### src/rtl/rsa_pkg.sv
// Shared definitions for the RSA modular-exponentiation core.
package rsa_pkg;

  localparam int RSA_WIDTH = 8;

  typedef enum logic [2:0] {
    IDLE,
    CONV_P,
    CONV_X,
    SQUARE,
    MULT,
    CONV_OUT,
    DONE
  } rsa_state_e;

  // Montgomery reduction needs an odd modulus >= 3, and R^2 mod M must already be reduced.
  function automatic logic operand_bad(input logic [63:0] m, input logic [63:0] r2);
    return (m[0] == 1'b0) || (m < 64'd3) || (r2 >= m);
  endfunction

endpackage

### src/rtl/rsa_mont_mul.sv
// Bit-serial Montgomery multiplier: p = a*b*R^-1 mod m, rdy pulses N+1 cycles after go.
module rsa_mont_mul
  import rsa_pkg::*;
#(
  parameter int WIDTH = RSA_WIDTH
) (
  input  logic             clk,
  input  logic             rst,
  input  logic             go,
  input  logic [WIDTH-1:0] a,
  input  logic [WIDTH-1:0] b,
  input  logic [WIDTH-1:0] m,
  output logic [WIDTH-1:0] p,
  output logic             rdy
);

  localparam int CW = $clog2(WIDTH) + 1;

  logic [WIDTH-1:0] a_sh, b_r, m_r, s_red;
  logic [WIDTH+1:0] s;
  logic [CW-1:0]    cnt;
  logic             run;

  // One radix-2 step; S stays below 2M so N+2 bits never overflow.
  function automatic logic [WIDTH+1:0] step(input logic [WIDTH+1:0] acc, input logic bit_a,
                                            input logic [WIDTH-1:0] bb, input logic [WIDTH-1:0] mm);
    logic [WIDTH+1:0] t;
    t = acc + (bit_a ? {2'b00, bb} : '0);
    if (t[0]) t = t + {2'b00, mm};
    return t >> 1;
  endfunction

  assign s_red = WIDTH'((s >= {2'b00, m_r}) ? s - {2'b00, m_r} : s);

  // The go edge performs bit 0 directly, N-1 edges finish the scan, the last edge reduces.
  always_ff @(posedge clk) begin
    if (rst) begin
      a_sh <= '0;
      b_r  <= '0;
      m_r  <= '0;
      s    <= '0;
      cnt  <= '0;
      run  <= 1'b0;
      p    <= '0;
      rdy  <= 1'b0;
    end else begin
      rdy <= 1'b0;
      if (go) begin
        s    <= step('0, a[0], b, m);
        a_sh <= a >> 1;
        b_r  <= b;
        m_r  <= m;
        cnt  <= CW'(WIDTH - 1);
        run  <= 1'b1;
      end else if (run) begin
        if (cnt != '0) begin
          s    <= step(s, a_sh[0], b_r, m_r);
          a_sh <= a_sh >> 1;
          cnt  <= cnt - CW'(1);
        end else begin
          p   <= s_red;
          rdy <= 1'b1;
          run <= 1'b0;
        end
      end
    end
  end

endmodule

### src/rtl/rsa_modexp_core.sv
// Left-to-right Montgomery exponentiation: result = plain_text^exp mod mod.
module rsa_modexp_core
  import rsa_pkg::*;
#(
  parameter int WIDTH = RSA_WIDTH
) (
  input  logic             clk,
  input  logic             rst,
  input  logic             start,
  input  logic             stop,
  input  logic [WIDTH-1:0] plain_text,
  input  logic [WIDTH-1:0] exp,
  input  logic [WIDTH-1:0] mod,
  input  logic [WIDTH-1:0] mont_const,
  output logic [WIDTH-1:0] result,
  output logic             busy,
  output logic             done,
  output logic             error
);

  localparam int IW = (WIDTH > 1) ? $clog2(WIDTH) : 1;
  localparam logic [WIDTH-1:0] ONE = WIDTH'(1);

  rsa_state_e       state, state_n;
  logic [WIDTH-1:0] p_r, e_r, m_r, r2_r, pbar, x, mm_a, mm_b, mm_p;
  logic [IW-1:0]    idx;
  logic             go_q, issue_n, mm_rdy, mm_rst, abort, accept, bad;

  assign busy   = (state != IDLE) && (state != DONE);
  assign abort  = stop && busy;
  assign accept = start && !stop && !busy;
  assign bad    = operand_bad(64'(mod), 64'(mont_const));
  // Abort also flushes any multiply in flight so no stale rdy reaches a new operation.
  assign mm_rst = rst || abort;

  rsa_mont_mul #(.WIDTH(WIDTH)) u_mul (
    .clk (clk),
    .rst (mm_rst),
    .go  (go_q),
    .a   (mm_a),
    .b   (mm_b),
    .m   (m_r),
    .p   (mm_p),
    .rdy (mm_rdy)
  );

  // State register.
  always_ff @(posedge clk) begin
    if (rst) state <= IDLE;
    else     state <= state_n;
  end

  // Next state, multiplier operand select and issue of the next multiply.
  always_comb begin
    state_n = state;
    mm_a    = x;
    mm_b    = x;
    issue_n = 1'b0;
    case (state)
      IDLE, DONE: if (accept) begin
        state_n = bad ? DONE : CONV_P;
        issue_n = !bad;
      end
      CONV_P: begin
        mm_a = p_r;
        mm_b = r2_r;
        if (mm_rdy) begin
          state_n = CONV_X;
          issue_n = 1'b1;
        end
      end
      CONV_X: begin
        mm_a = ONE;
        mm_b = r2_r;
        if (mm_rdy) begin
          state_n = SQUARE;
          issue_n = 1'b1;
        end
      end
      SQUARE: if (mm_rdy) begin
        issue_n = 1'b1;
        if (e_r[idx])        state_n = MULT;
        else if (idx == '0)  state_n = CONV_OUT;
      end
      MULT: begin
        mm_b = pbar;
        if (mm_rdy) begin
          issue_n = 1'b1;
          state_n = (idx == '0) ? CONV_OUT : SQUARE;
        end
      end
      CONV_OUT: begin
        mm_b = ONE;
        if (mm_rdy) state_n = DONE;
      end
      default: state_n = IDLE;
    endcase
    if (abort) begin
      state_n = IDLE;
      issue_n = 1'b0;
    end
  end

  // Operand capture, Pbar/X/bit-index updates and the sticky status flags.
  always_ff @(posedge clk) begin
    if (rst) begin
      p_r    <= '0;
      e_r    <= '0;
      m_r    <= '0;
      r2_r   <= '0;
      pbar   <= '0;
      x      <= '0;
      idx    <= '0;
      go_q   <= 1'b0;
      result <= '0;
      done   <= 1'b0;
      error  <= 1'b0;
    end else begin
      go_q <= issue_n;
      if (accept) begin
        p_r   <= plain_text;
        e_r   <= exp;
        m_r   <= mod;
        r2_r  <= mont_const;
        idx   <= IW'(WIDTH - 1);
        done  <= bad;
        error <= bad;
        if (bad) result <= '0;
      end else if (mm_rdy && busy && !abort) begin
        case (state)
          CONV_P: pbar <= mm_p;
          CONV_X: x    <= mm_p;
          SQUARE: begin
            x <= mm_p;
            if (!e_r[idx] && idx != '0) idx <= idx - IW'(1);
          end
          MULT: begin
            x <= mm_p;
            if (idx != '0) idx <= idx - IW'(1);
          end
          CONV_OUT: begin
            result <= mm_p;
            done   <= 1'b1;
          end
          default: ;
        endcase
      end
    end
  end

endmodule
### config.mk
export PLATFORM = sky130hd
export DESIGN_NAME = rsa_modexp_core
export DESIGN_NICKNAME = d
export VERILOG_FILES = /design/src/rtl/rsa_pkg.sv /design/src/rtl/rsa_mont_mul.sv /design/src/rtl/rsa_modexp_core.sv
export SDC_FILE = /design/constraint.sdc
export NUM_CORES = 1
export LEC_CHECK = 0
export BUFFER_PORTS_ARGS = -buffer_cell sky130_fd_sc_hd__buf_2
export CAP_MARGIN = 25
export CORE_ASPECT_RATIO = 0.5
export CORE_UTILIZATION = 55
export CTS_CLUSTER_DIAMETER = 50
export DETAILED_ROUTE_END_ITERATION = 7
export PLACE_DENSITY = 0.82
export SLEW_MARGIN = 20
export SYNTH_ARGS = -nofsm -noshare
export SYNTH_HDL_FRONTEND = slang
export SYNTH_HIERARCHICAL = 1
export SYNTH_SLANG_ARGS = --single-unit
export TNS_END_PERCENT = 10
### constraint.sdc
create_clock -name clk -period 3.5 [get_ports clk]
set_input_delay 0.7 -clock clk [delete_from_list [all_inputs] [get_ports clk]]
set_output_delay 0.7 -clock clk [all_outputs]
set_load 0.1 [all_outputs]
==> summary.txt <==
P_sw - 1.33 mW
Post-CTS Hold Fix Bufs - 0
Sw frac - 36.7%
CTS Root Cell - clkbuf_16
Yosys reg bits - 111
Peak fanout along the critical path - 9
Fin crit share - 95.3%
Post-CTS setup buffer count - 0
Detailed Routing Iterations Pass 1 - 6
Synthesized area - 6650 sq um
Comb pwr share - 31.1%
Initial DRC count - 536
Crit Path Category - flip-flop to flip-flop
Post-route antenna net violation count - 0
Leading register cell type out of synthesis - dfxtp_1
First-pass GRT wire length - 29.4 mm
Reg area - 2230 sq um
Largest family of logic cells by synthesized area - compound AO/OA/AOI/OAI gates
Critical path required time - 3.76 ns
Synth cell types - 78
Synth top area share - 33.4%
GRT Total Usage - 30.0%
Sequential fraction of the synthesis area - 33.4%
Final wirelength - 17.8 mm
Worst-margin pin slew - 0.703 ns
Status - finished clean
H-tree levels - 3
Final period demand of the worst path - 3.33 ns
DRC viols - 0
Largest net degree at the start of global routing - 57
Synth cell count leaders - 111 x dfxtp_1, 101 x nand2_1, 95 x nor2_1
Top cells by area, synth - dfxtp_1 33%, ha_1 7.7%, mux2i_1 7.1%, nand2_1 5.7%, a21oi_1 5.6%
Post-synthesis simple-gate area fraction - 20.4%
Synth warn - 6
Diode count - 0
Bufs on Longest Clock Path - 2
Final core utilization - 64.8%
Initial antenna violation count - 0
Max transition margin - 53.1%
Fill count - 925
Area Growth Syn to Fin - 10.9%
Rows - 27
FFs w/ async S/R, synth - 0%
Io pins - 47
Syn Inst Count - 817
Clk_lat worst skew - 0.36 ns
Vias in the first global route - 6068
Routed len/inst - 17.5 microns
Post-synthesis mux area share - 7.58%
Sequential power share - 40.2%
Mapped Avg Cell Area - 8.14 sq um
Peak VDD IR - 0.462 mV
Die height - 79.8 microns
Final setup fails - 0
HPWL Detailed - 13.0 mm
Area of the multi-input gates - 4080 sq um
Die width - 158 microns
Hold Path Class - flip-flop to flip-flop
Final slew viol count - 0
Max-Cap Viols - 0
Final hold viol count - 0
Die area - 12600 sq um
Port buffer count - 46
DR vias - 6279
Complex-gate fraction of the synthesized area - 21.2%
CTS-repair resized insts - 0
Lkg Pwr - 3.06 nW
Drt via density - 6.17
Max Clock Skew - 0.00569 ns
Gr ovfl total - 0
Clock sink count - 111
Top-count cell post-synth - dfxtp_1
Clk network pwr share - 28.7%
Core area - 11400 sq um
P_int - 2.30 mW
NumNets Final - 936
Critical path launch point type - flip-flop
WHS - 0.454 ns
CTS tree - done
Fmax - 300 MHz
Layout cell share with drive strength beyond 1 - 13.6%
Adder-cell share of the synthesized area - 8.91%
CTS buffer count - 9
Post-Synth XOR/XNOR Area - 3.03%
Final GP Congestion - 0.928
Synth area leader - dfxtp_1
Post-synth net total - 898
Clk slew on worst S/H paths - 0.07 ns
Post-synth EDFFs - 0
Arr. time, crit path - 3.60 ns
Starting Density - 58.4%
Critical Path Sink Type - flip-flop
Pwr dens - 492 nW/um^2
[path summary, 6_finish.rpt]
kind                               startpoint  cells past startpoint    endpoint  slack (ns)
worst max-delay path            u_mul/a_sh[0]                     14  u_mul/s[5]        0.17
worst min-delay path                   e_r[5]                      2      e_r[5]        0.45
worst max register to register  u_mul/a_sh[0]                     14  u_mul/s[5]        0.17
worst min register to register         e_r[5]                      2      e_r[5]        0.45
[cells by family after synthesis]
| group | after synthesis |
|---|---|
| buffers and inverters | 83 |
| adder cells (fa/ha/maj) | 45 |
| AND/OR/NAND/NOR | 295 |
| XOR/XNOR | 23 |
| multiplexers | 49 |
| AO/OA/AOI/OAI | 211 |
| flip-flops | 111 |
[area by class of cell]
cell class	instances	area share, %
Multi-Input combinational cell	623	55.4
Sequential cell	111	30.2
Timing Repair Buffer	73	5.87
Clock buffer	9	3.05
Tap cell	159	2.70
Inverter	37	1.88
Clock inverter	6	0.950
[power by group through the flow]
stage / Combinational, mW / Clock [mW] / Sequential, mW
detailed placement: 1.09 / 0 / 1.48
CTS: 1.10 / 1.05 / 1.45
floorplan: 0.798 / 0 / 1.46
finish: 1.13 / 1.04 / 1.46
global route: 1.23 / 1.10 / 1.47
global placement: 1.06 / 0 / 1.48
[cell usage in the layout (no fill, tap or decap), types with 3 or more instances in the layout]
| master | Yosys | layout |
|---|---|---|
| a22o_1 | 9 | 9 |
| clkbuf_16 | 0 | 9 |
| nand4_1 | 5 | 5 |
| nor2_1 | 95 | 95 |
| fa_1 | 4 | 3 |
| dfxtp_1 | 111 | 108 |
| xor2_1 | 10 | 10 |
| a221oi_1 | 5 | 5 |
| o21bai_1 | 3 | 3 |
| xnor2_1 | 13 | 13 |
| or3_1 | 4 | 4 |
| a211oi_1 | 7 | 7 |
| o21ai_1 | 2 | 3 |
| nor3_1 | 18 | 18 |
| a21o_1 | 8 | 8 |
| and2_1 | 21 | 20 |
| mux2i_1 | 47 | 47 |
| nand3_1 | 8 | 8 |
| a211o_1 | 4 | 4 |
| ha_1 | 41 | 41 |
| dfxtp_2 | 0 | 3 |
| buf_4 | 2 | 27 |
| buf_2 | 9 | 46 |
| nand2b_1 | 9 | 9 |
| o211ai_1 | 6 | 6 |
| clkinv_4 | 0 | 3 |
| a22oi_1 | 18 | 18 |
| nor2b_1 | 6 | 6 |
| nand2_1 | 101 | 101 |
| o21a_1 | 6 | 6 |
| a31oi_1 | 5 | 5 |
| a311oi_1 | 3 | 3 |
| o31a_1 | 3 | 3 |
| nor4_1 | 6 | 6 |
| inv_1 | 37 | 37 |
| a21oi_1 | 74 | 72 |
| nor3b_1 | 6 | 5 |
| o21ai_0 | 28 | 27 |
| a21oi_2 | 1 | 3 |
[routing by layer]
layer	share of wire (%)	GRT usage, %
met4	2.9	12.4
met5	0	0
met3	7.6	5.81
met1	44	38.8
met2	45	49.2
[through the flow]
stage	power, mW	setup TNS [ns]	cell area (sq um)	cells	setup WS [ns]
floorplan	2.26	0	6650	817	0.183
global placement	2.54	0	7070	1003	0.202
detailed placement	2.58	0	7070	1003	0.104
CTS	3.60	0	7360	1018	0.0493
global route	3.79	-0.000868	7380	1018	-0.000868
finish	3.63	0	7380	1018	0.165
[worst max-delay path: stages (launching register included)]
cell and delay, ns:
dfxtp_2 0.36, and2_1 0.16, ha_1 0.22, fa_2 0.36, a21o_1 0.20, a21oi_2 0.15, xnor2_1 0.15, ha_1 0.32
and2_1 0.20, a311o_1 0.33, a21oi_2 0.19, xnor2_1 0.13, mux2_2 0.16, nand2b_1 0.05, a311oi_1 0.25
[flip-flops by register name (all words and copies together), names as in the netlist, 3 cells and up]
| name | cells |
|---|---|
| m_r | 8 |
| e_r | 8 |
| pbar | 8 |
| u_mul/p | 8 |
| result | 8 |
| u_mul/b_r | 8 |
| u_mul/s | 9 |
| r2_r | 8 |
| x | 8 |
| u_mul/cnt | 4 |
| state | 3 |
| idx | 3 |
| p_r | 8 |
| u_mul/a_sh | 7 |
| u_mul/m_r | 8 |
No activity file was read; power rests on OpenSTA's default activity.
